--- config.mk ---
export PLATFORM = sky130hd
export DESIGN_NAME = lx32_uart_tx
export DESIGN_NICKNAME = d
export VERILOG_FILES = /design/src/rtl/lx32_pkg.sv /design/src/rtl/lx32_sync_fifo.sv /design/src/rtl/lx32_uart_tx.sv
export SDC_FILE = /design/constraint.sdc
export NUM_CORES = 1
export LEC_CHECK = 0
export CAP_MARGIN = 20
export CORE_MARGIN = 5
export CORE_UTILIZATION = 46
export CTS_CLUSTER_DIAMETER = 200
export DETAILED_ROUTE_END_ITERATION = 7
export PLACE_DENSITY = 0.89
export SLEW_MARGIN = 10
export SYNTH_ARGS = -nofsm -noshare
export SYNTH_HDL_FRONTEND = slang
export SYNTH_SLANG_ARGS = --single-unit
--- constraint.sdc ---
create_clock -name clk -period 2.86 [get_ports clk]
set_input_delay 0.715 -clock clk [delete_from_list [all_inputs] [get_ports clk]]
set_output_delay 0.715 -clock clk [all_outputs]
set_load 0.02 [all_outputs]
--- src/rtl/lx32_pkg.sv ---
// Shared definitions for the lx32 peripheral slice: register offsets,
// STATUS bit positions and the UART transmitter state encoding.
package lx32_pkg;

    localparam logic [31:0] REG_TXDATA = 32'h0000_0000;
    localparam logic [31:0] REG_STATUS = 32'h0000_0004;

    localparam int STAT_FULL      = 0;
    localparam int STAT_EMPTY     = 1;
    localparam int STAT_ACTIVE    = 2;
    localparam int STAT_OVF       = 3;
    localparam int STAT_COUNT_LSB = 4;

    typedef enum logic [1:0] {
        IDLE  = 2'd0,
        START = 2'd1,
        DATA  = 2'd2,
        STOP  = 2'd3
    } tx_state_e;

endpackage

--- src/rtl/lx32_sync_fifo.sv ---
// Single-clock FIFO with power-of-two depth; pointers wrap naturally and a
// concurrent push/pop on a full FIFO is accepted.
module lx32_sync_fifo #(
    parameter int WIDTH = 8,
    parameter int DEPTH = 4
) (
    input  logic                     clk,
    input  logic                     rst_n,
    input  logic                     push,
    input  logic                     pop,
    input  logic [WIDTH-1:0]         wdata,
    output logic [WIDTH-1:0]         rdata,
    output logic                     full,
    output logic                     empty,
    output logic [$clog2(DEPTH):0]   count
);

    localparam int AW = $clog2(DEPTH);
    localparam logic [AW:0] DEPTH_C = (AW + 1)'(DEPTH);

    logic [WIDTH-1:0] mem [DEPTH];
    logic [AW-1:0]    wr_ptr;
    logic [AW-1:0]    rd_ptr;
    logic             do_push;
    logic             do_pop;

    assign full    = (count == DEPTH_C);
    assign empty   = (count == '0);
    assign do_pop  = pop && !empty;
    assign do_push = push && (!full || do_pop);
    assign rdata   = mem[rd_ptr];

    always_ff @(posedge clk) begin
        if (do_push) begin
            mem[wr_ptr] <= wdata;
        end
    end

    always_ff @(posedge clk or negedge rst_n) begin
        if (!rst_n) begin
            wr_ptr <= '0;
            rd_ptr <= '0;
            count  <= '0;
        end else begin
            if (do_push) begin
                wr_ptr <= wr_ptr + 1'b1;
            end
            if (do_pop) begin
                rd_ptr <= rd_ptr + 1'b1;
            end
            case ({do_push, do_pop})
                2'b10:   count <= count + 1'b1;
                2'b01:   count <= count - 1'b1;
                default: count <= count;
            endcase
        end
    end

endmodule

--- src/rtl/lx32_uart_tx.sv ---
// Memory-mapped 8N1 UART transmitter: TXDATA pushes into a small FIFO,
// STATUS reports FIFO/line state and a sticky overflow flag.
//
//   state | meaning
//   IDLE  | line high, waiting for a queued byte
//   START | driving the start bit (0)
//   DATA  | shifting 8 data bits out LSB first
//   STOP  | driving the stop bit (1), then chain to next byte or idle
module lx32_uart_tx
    import lx32_pkg::*;
#(
    parameter logic [31:0] BASE_ADDR    = 32'h1000_0000,
    parameter int          CLKS_PER_BIT = 16,
    parameter int          FIFO_DEPTH   = 4
) (
    input  logic        clk,
    input  logic        rst_n,
    input  logic [31:0] mem_addr,
    input  logic [31:0] mem_wdata,
    input  logic        mem_we,
    output logic [31:0] mem_rdata,
    output logic        uart_tx,
    output logic        tx_busy
);

    localparam int CW = $clog2(FIFO_DEPTH);
    localparam int TW = (CLKS_PER_BIT > 2) ? $clog2(CLKS_PER_BIT) : 1;
    localparam logic [TW-1:0] BIT_LAST    = TW'(CLKS_PER_BIT - 1);
    localparam logic [31:0]   TXDATA_ADDR = BASE_ADDR + REG_TXDATA;
    localparam logic [31:0]   STATUS_ADDR = BASE_ADDR + REG_STATUS;

    tx_state_e     state_q;
    tx_state_e     state_d;
    logic [TW-1:0] timer_q;
    logic [2:0]    idx_q;
    logic [7:0]    shift_q;
    logic          bit_end;
    logic          tx_next;
    logic          tx_active;
    logic          ovf_q;

    logic          sel_txdata;
    logic          sel_status;
    logic          fifo_push;
    logic          fifo_pop;
    logic          fifo_full;
    logic          fifo_empty;
    logic [7:0]    fifo_rdata;
    logic [CW:0]   fifo_count;
    logic [4:0]    count_ext;
    logic          ovf_set;
    logic          ovf_clr;
    logic [31:0]   status_word;
    logic          unused_bits;

    assign sel_txdata = (mem_addr[31:2] == TXDATA_ADDR[31:2]);
    assign sel_status = (mem_addr[31:2] == STATUS_ADDR[31:2]);

    // A push into a full FIFO is only accepted when the FSM frees a slot this cycle.
    assign fifo_push = mem_we && sel_txdata && (!fifo_full || fifo_pop);
    assign ovf_set   = mem_we && sel_txdata && fifo_full && !fifo_pop;
    assign ovf_clr   = mem_we && sel_status && mem_wdata[3];

    lx32_sync_fifo #(
        .WIDTH (8),
        .DEPTH (FIFO_DEPTH)
    ) u_fifo (
        .clk   (clk),
        .rst_n (rst_n),
        .push  (fifo_push),
        .pop   (fifo_pop),
        .wdata (mem_wdata[7:0]),
        .rdata (fifo_rdata),
        .full  (fifo_full),
        .empty (fifo_empty),
        .count (fifo_count)
    );

    assign bit_end = (timer_q == BIT_LAST);

    always_ff @(posedge clk or negedge rst_n) begin
        if (!rst_n) begin
            state_q <= IDLE;
        end else begin
            state_q <= state_d;
        end
    end

    always_comb begin
        state_d = state_q;
        case (state_q)
            IDLE:    if (!fifo_empty) state_d = START;
            START:   if (bit_end) state_d = DATA;
            DATA:    if (bit_end && (idx_q == 3'd7)) state_d = STOP;
            STOP:    if (bit_end) state_d = fifo_empty ? IDLE : START;
            default: state_d = IDLE;
        endcase
    end

    always_comb begin
        fifo_pop = 1'b0;
        tx_next  = 1'b1;
        case (state_q)
            IDLE:    fifo_pop = !fifo_empty;
            START:   tx_next  = 1'b0;
            DATA:    tx_next  = shift_q[0];
            STOP:    fifo_pop = bit_end && !fifo_empty;
            default: tx_next  = 1'b1;
        endcase
    end

    assign tx_active = (state_q != IDLE);
    assign tx_busy   = !fifo_empty || tx_active;

    always_ff @(posedge clk or negedge rst_n) begin
        if (!rst_n) begin
            timer_q <= '0;
            idx_q   <= '0;
            shift_q <= '0;
            uart_tx <= 1'b1;
        end else begin
            uart_tx <= tx_next;
            if (fifo_pop) begin
                shift_q <= fifo_rdata;
            end else if ((state_q == DATA) && bit_end) begin
                shift_q <= {1'b0, shift_q[7:1]};
            end
            if ((state_q == IDLE) || bit_end) begin
                timer_q <= '0;
            end else begin
                timer_q <= timer_q + 1'b1;
            end
            if (state_q != DATA) begin
                idx_q <= '0;
            end else if (bit_end) begin
                idx_q <= idx_q + 1'b1;
            end
        end
    end

    // Overflow wins over a same-cycle clear so no dropped byte goes unreported.
    always_ff @(posedge clk or negedge rst_n) begin
        if (!rst_n) begin
            ovf_q <= 1'b0;
        end else if (ovf_set) begin
            ovf_q <= 1'b1;
        end else if (ovf_clr) begin
            ovf_q <= 1'b0;
        end
    end

    assign count_ext = 5'(fifo_count);

    always_comb begin
        status_word                          = '0;
        status_word[STAT_FULL]               = fifo_full;
        status_word[STAT_EMPTY]              = fifo_empty;
        status_word[STAT_ACTIVE]             = tx_active;
        status_word[STAT_OVF]                = ovf_q;
        status_word[STAT_COUNT_LSB +: 4]     = count_ext[3:0];
    end

    assign mem_rdata = sel_status ? status_word : 32'h0;

    assign unused_bits = &{1'b0, mem_addr[1:0], mem_wdata[31:8], count_ext[4]};

endmodule

### Word-level counts from Yosys, hierarchy flattened

Memories as Yosys holds them, arrays and structs flattened.
Index checks and enable logic that the tools add are counted.

* output and inout bits: 34
* bits of input ports: 67
* RAM bits: 32
* memories kept: 1
* flip-flop bits (word level): 26
* logic and storage cells: 76

* mux-type cells: 19
* add/subtract/negate cells: 6
* equality and inequality tests: 15
* reduce and logical (&&, ||, !) cells: 26

Memory list
* u_fifo.mem: depth 4, width 8, read ports 1, clocked after Yosys merged registers in 0, write ports 1, line lx32_sync_fifo.sv:21 `logic [WIDTH-1:0] mem [DEPTH];`

Operators with widths (count)
* 30-bit by 27-bit == test with 1-bit output (second input constant): 2
* 8-bit 2-to-1 mux: 2
* 1-bit logical AND: 11
* 2-bit inequality test (second input constant): 5
* 2-bit nonzero test: 5
* 2-bit 2-to-1 mux: 4
* 2-bit one-hot mux with 4 select lines: 1
* 7-bit 2-to-1 mux: 1
* 3-bit by 1-bit adder with 3-bit output (second input constant): 2
* 2-bit == test (second input constant): 3
* 3-bit == test (second input constant): 2
* 3-bit 2-to-1 mux: 2
* 3-bit one-hot mux with 2 select lines: 1
* 1-bit 2-to-1 mux: 5
* 2-bit by 1-bit adder with 2-bit output (second input constant): 2
* 4-bit by 1-bit adder with 4-bit output (second input constant): 1
* 2-bit by 1-bit == test with 1-bit output (second input constant): 2
* 4-bit == test (second input constant): 1
* 1-bit logical OR: 4
* 4-bit 2-to-1 mux: 1
* 1-bit one-hot mux with 2 select lines: 2
* 4-bit AND reduction: 1
* 1-bit logical NOT: 3
* 3-bit logical NOT: 1
* other kinds (2): 2

### Depth between registers and ports, before layout

* word-level depth: 9
* depth in mapped cells: 13
* depth with buffers taken out: 12

### Cells and area by module

From an unflattened synthesis, not the netlist that was laid out.

* cell total of the unflattened synthesis: 222
* area, all modules: 2906.5 µm²

By module, submodules not included
* lx32_sync_fifo: cells each 80, area an instance 1587.8 µm², instances 1
* lx32_uart_tx: cells each 142, area an instance 1318.8 µm², instances 1

### Worst setup path before layout

OpenSTA, ideal clock, no wires.

* path type: in2out
* from: in mem_addr[31]
* to: out mem_rdata[2]
* path buffers: 0
* arrival time: 1957 ps
* stages on the path: 3
* slack: 188 ps
* cells stage by stage: nor3b_1 nand4_4 nor4_1

* cells in the longest elaborated chain, start to end: 2

Ends and longest elaborated chain
* start: declaration: line lx32_uart_tx.sv:18 `input logic [31:0] mem_addr,`
* 30-bit by 27-bit == test with 1-bit output: line lx32_uart_tx.sv:57 `assign sel_status = (mem_addr[31:2] == STATUS_ADDR[31:2]);`
* 7-bit 2-to-1 mux: line lx32_uart_tx.sv:163 `assign mem_rdata = sel_status ? status_word : 32'h0;`
* end: declaration: line lx32_uart_tx.sv:21 `output logic [31:0] mem_rdata,`

Every way passes these cells.

### Worst setup path in the final report

* from: in mem_addr[9]
* to: out mem_rdata[4]

Same word-level chain as after synthesis.

==> flow_summary.ini <==
[clock_tree]
ctsRootBufferMaster = clkbuf_8
cts.sinks = 58
cts_inserted_buffers = 9
worst_setup_hold_path_clk_slew_ns = 0.07
cts_max_path_buffers = 2
skew_pair_late_insertion_delay_ns = 0.33
cts_tree = built
cts.htree.levels = 3
cts_hold_buf = 0

[synthesis]
synth.ff_latch_count = 58
syn-instance-count = 218
synth-main-ff-cell = edfxtp_1
synthArstFlopShare_pct = 44.8
yosysWarningCount = 0
total_standard_cell_area_after_synthesis_mm2 = 0.00295
synth-seq-area-share_pct = 54.8
syn-mean-instance-area_um2 = 13.5
synth_cell_types = 47
number_of_flops_mapped_to_enable_cells_by_yosys = 32

[grt]
grt_util_all_layers_pct = 14.9
grt.busiest_layer = met2
grt_overflow = 0
grtUsageMet2_pct = 25.5
initial_antenna_violation_count = 0
grt_pass1_wl_mm = 9.58
pin_count_of_the_biggest_net_entering_global_routing = 27
use_met3_pct = 5.59
met1_usage_pct = 16.9
grt_pass1_vias = 1939

[worst_setup_path]
r2r.worst_path.cells = 12
critical_path_class = input pin to output pin
cp_data_arrival_time_ns = 2.08
crit-reg2reg-capture = u_fifo.count[2]
worst_path_max_delay_cell = nor4_4
cp.buffers_inverters = 3
worst_setup_path_startpoint = mem_addr[9]
r2r_setup_slk_ns = 0.24
timing.rr.start = state_q[0]
timing.critical_path.mode_cell = nor4_4
timing.critical_path.from_type = input pin
worst_ep_required_time_ns = 2.14
endpoint_kind = output pin
crit_chain = dlygate4sd2_1 > nor4_4 > nand3_2 > buf_6 > nor4_4 > buf_4
critical_path_s_top_delay_family = simple AND/OR/NAND/NOR gates
slowest_delay_ns = 0.32
critical_path.max_fanout = 3

[route]
routed-via-count = 1861
wire_per_inst_um = 15.6
detail_route.iter0.violations = 89
drt-pass1-iter-count = 4
detail_route.drc_violations = 0
avgViaCountPerCell = 4.98
postRouteAntennaNets = 0
drt-total-wl_mm = 5.83

[layout]
regArea_mm2 = 0.00161
area_delta_synth_final_pct = 33.6
num-nets-final = 374
finish.cell_count_without_fillers = 374
layout.cells.most_common = edfxtp_1
insertedDiodeCount = 0
multiInputGateArea_mm2 = 0.00127
post_route_cells_drive_above_1_share_pct = 24.2
final_cell_mix = 32 x edfxtp_1, 25 x conb_1, 25 x dfrtp_1
filler_cell_count = 452

[run]
timing.max_cap.violations = 0

[placed_design]
io_buffer_count = 49
place.detailed.instances = 354
place_hpwl_mm = 4.19
routabilityCongestion = 0.766

[power]
power_leakage_uw = 0.00176
ir_drop_mv = 0.449
power_density_mw_per_mm2 = 485

[timing]
final.setup_skew_ns = 0.00553
setup_total_neg_slack_ns = 0
timing.max_slew.rel_slack_pct = 59.7
final_max_slew_viol_count = 0
max_freq_mhz = 357
worst_slew_pin_slew_ns = 0.605
hold_ws_ns = 0.509
finalSetupViolations = 0
fin_crit_sh_pct = 97.9
final_period_minus_worst_setup_slack_ns = 2.80
report.final.hold_viol_count = 0

[floorplan]
floorplan.initialDensity_pct = 46.9
core.rowCount = 29
die_height_um = 90.0
die_w_um = 90.0
die_area_mm2 = 0.00810
design.portCount = 101
placeable_core_area_mm2 = 0.00628

[min_path]
hold_depth = 2
holdPathEnd = uart_tx
holdCritPathClass = flop to flop
worstHoldStart = shift_q[0]

[run_status]
status = finished clean
[sequential cells by signal (all words and copies together), names as in the netlist]
signal / cells
uart_tx: 1
u_fifo.rd_ptr: 2
timer_q: 4
u_fifo.wr_ptr: 2
ovf_q: 1
u_fifo.mem: 32
shift_q: 8
u_fifo.count: 3
idx_q: 3
state_q: 2
[layer usage]
metal	up-vias	wire [µm]
met5	-	0
met2	50	3100
met1	908	2260
li1	889	-
met4	0	158
met3	14	314
[worst reg2reg max path, stage by stage (launching register included)]
cell      delay (ns)
dfrtp_1         0.42
inv_1           0.14
ha_2            0.32
a41oi_1         0.11
o211ai_1        0.31
nor4b_4         0.28
inv_1           0.09
ha_2            0.19
inv_2           0.06
fa_2            0.20
xor2_1          0.17
nor2_1          0.08
xor2_1          0.14
[cells by family (layout without fill, tap and decap cells)]
family	Yosys count	after routing	share of synthesized area [%]
AND/OR/NAND/NOR	57	57	13.2
AO/OA/AOI/OAI	20	20	4.55
other	1	25	0.127
adder cells (fa/ha/maj)	14	14	6.20
buffers and inverters	40	95	8.37
XOR/XNOR	8	8	2.38
flip-flops	58	58	54.8
multiplexers	20	20	10.4
[how the worst max path moves through the flow]
stage | to | slack (ns) | depth (start not counted)
finish | mem_rdata[4] | 0.06 | 6
global placement | mem_rdata[0] | -0.58 | 6
global route | mem_rdata[4] | -0.03 | 6
CTS | u_fifo.count[1] | 0.003 | 12
detailed placement | mem_rdata[0] | -0.72 | 6
floorplan | mem_rdata[2] | 0.19 | 3
[power by group]
| group | total (µW) | internal, µW | switching [µW] |
|---|---|---|---|
| logic | 164 | 75.6 | 87.9 |
| registers | 952 | 929 | 23.0 |
| clock network | 795 | 479 | 316 |
[area by class of cell]
class	count	area share (%)
repair buffers	70	18.0
flip-flops and latches	58	41.0
well taps	77	2.45
clock inverters	6	2.10
inverters	10	0.954
clock buffers	9	3.15
multi-input cells	144	32.4
[metrics by stage]
| step | instance area [µm²] | utilization (%) | total power, µW | worst slack, ns |
|---|---|---|---|---|
| finish | 3940 | 62.7 | 1910 | 0.0610 |
| global route | 3940 | 62.7 | 2000 | -0.0316 |
| CTS | 3870 | 61.6 | 1930 | 0.00258 |
| detailed placement | 3580 | 57.1 | 1140 | -0.719 |
| global placement | 3580 | 57.1 | 1130 | -0.585 |
| floorplan | 3040 | - | 1070 | 0.188 |
[synth_stat cells, types with 2 or more instances]
cell type | count | area (µm²)
nor3_1 | 4 | 20.0
and2_1 | 8 | 50.1
xor2_1 | 4 | 35.0
nor2b_1 | 3 | 18.8
xnor2_1 | 4 | 35.0
nor4_1 | 5 | 31.3
nand3_1 | 2 | 10.0
nor3b_1 | 2 | 15.0
dfrtp_1 | 25 | 626
ha_1 | 13 | 163
mux4_2 | 8 | 180
buf_4 | 25 | 188
edfxtp_1 | 32 | 961
mux2i_1 | 10 | 100
o21ai_0 | 8 | 40.0
inv_1 | 10 | 37.5
clkbuf_1 | 2 | 7.51
nor4_4 | 3 | 63.8
nor2_1 | 6 | 22.5
and3_1 | 2 | 12.5
buf_2 | 2 | 10.0
nand2_1 | 15 | 56.3
[timing repair]
| action | 4_1_cts | 5_1_grt |
|---|---|---|
| endpoints found under the hold margin | 0 | 0 |
| setup endpoints to repair | 7 | 9 |
| pin swaps | 13 | 15 |
| buffers inserted | 2 | 3 |
| resized for setup | 66 | 24 |
Note: power is estimated with default switching activity, not from simulation.
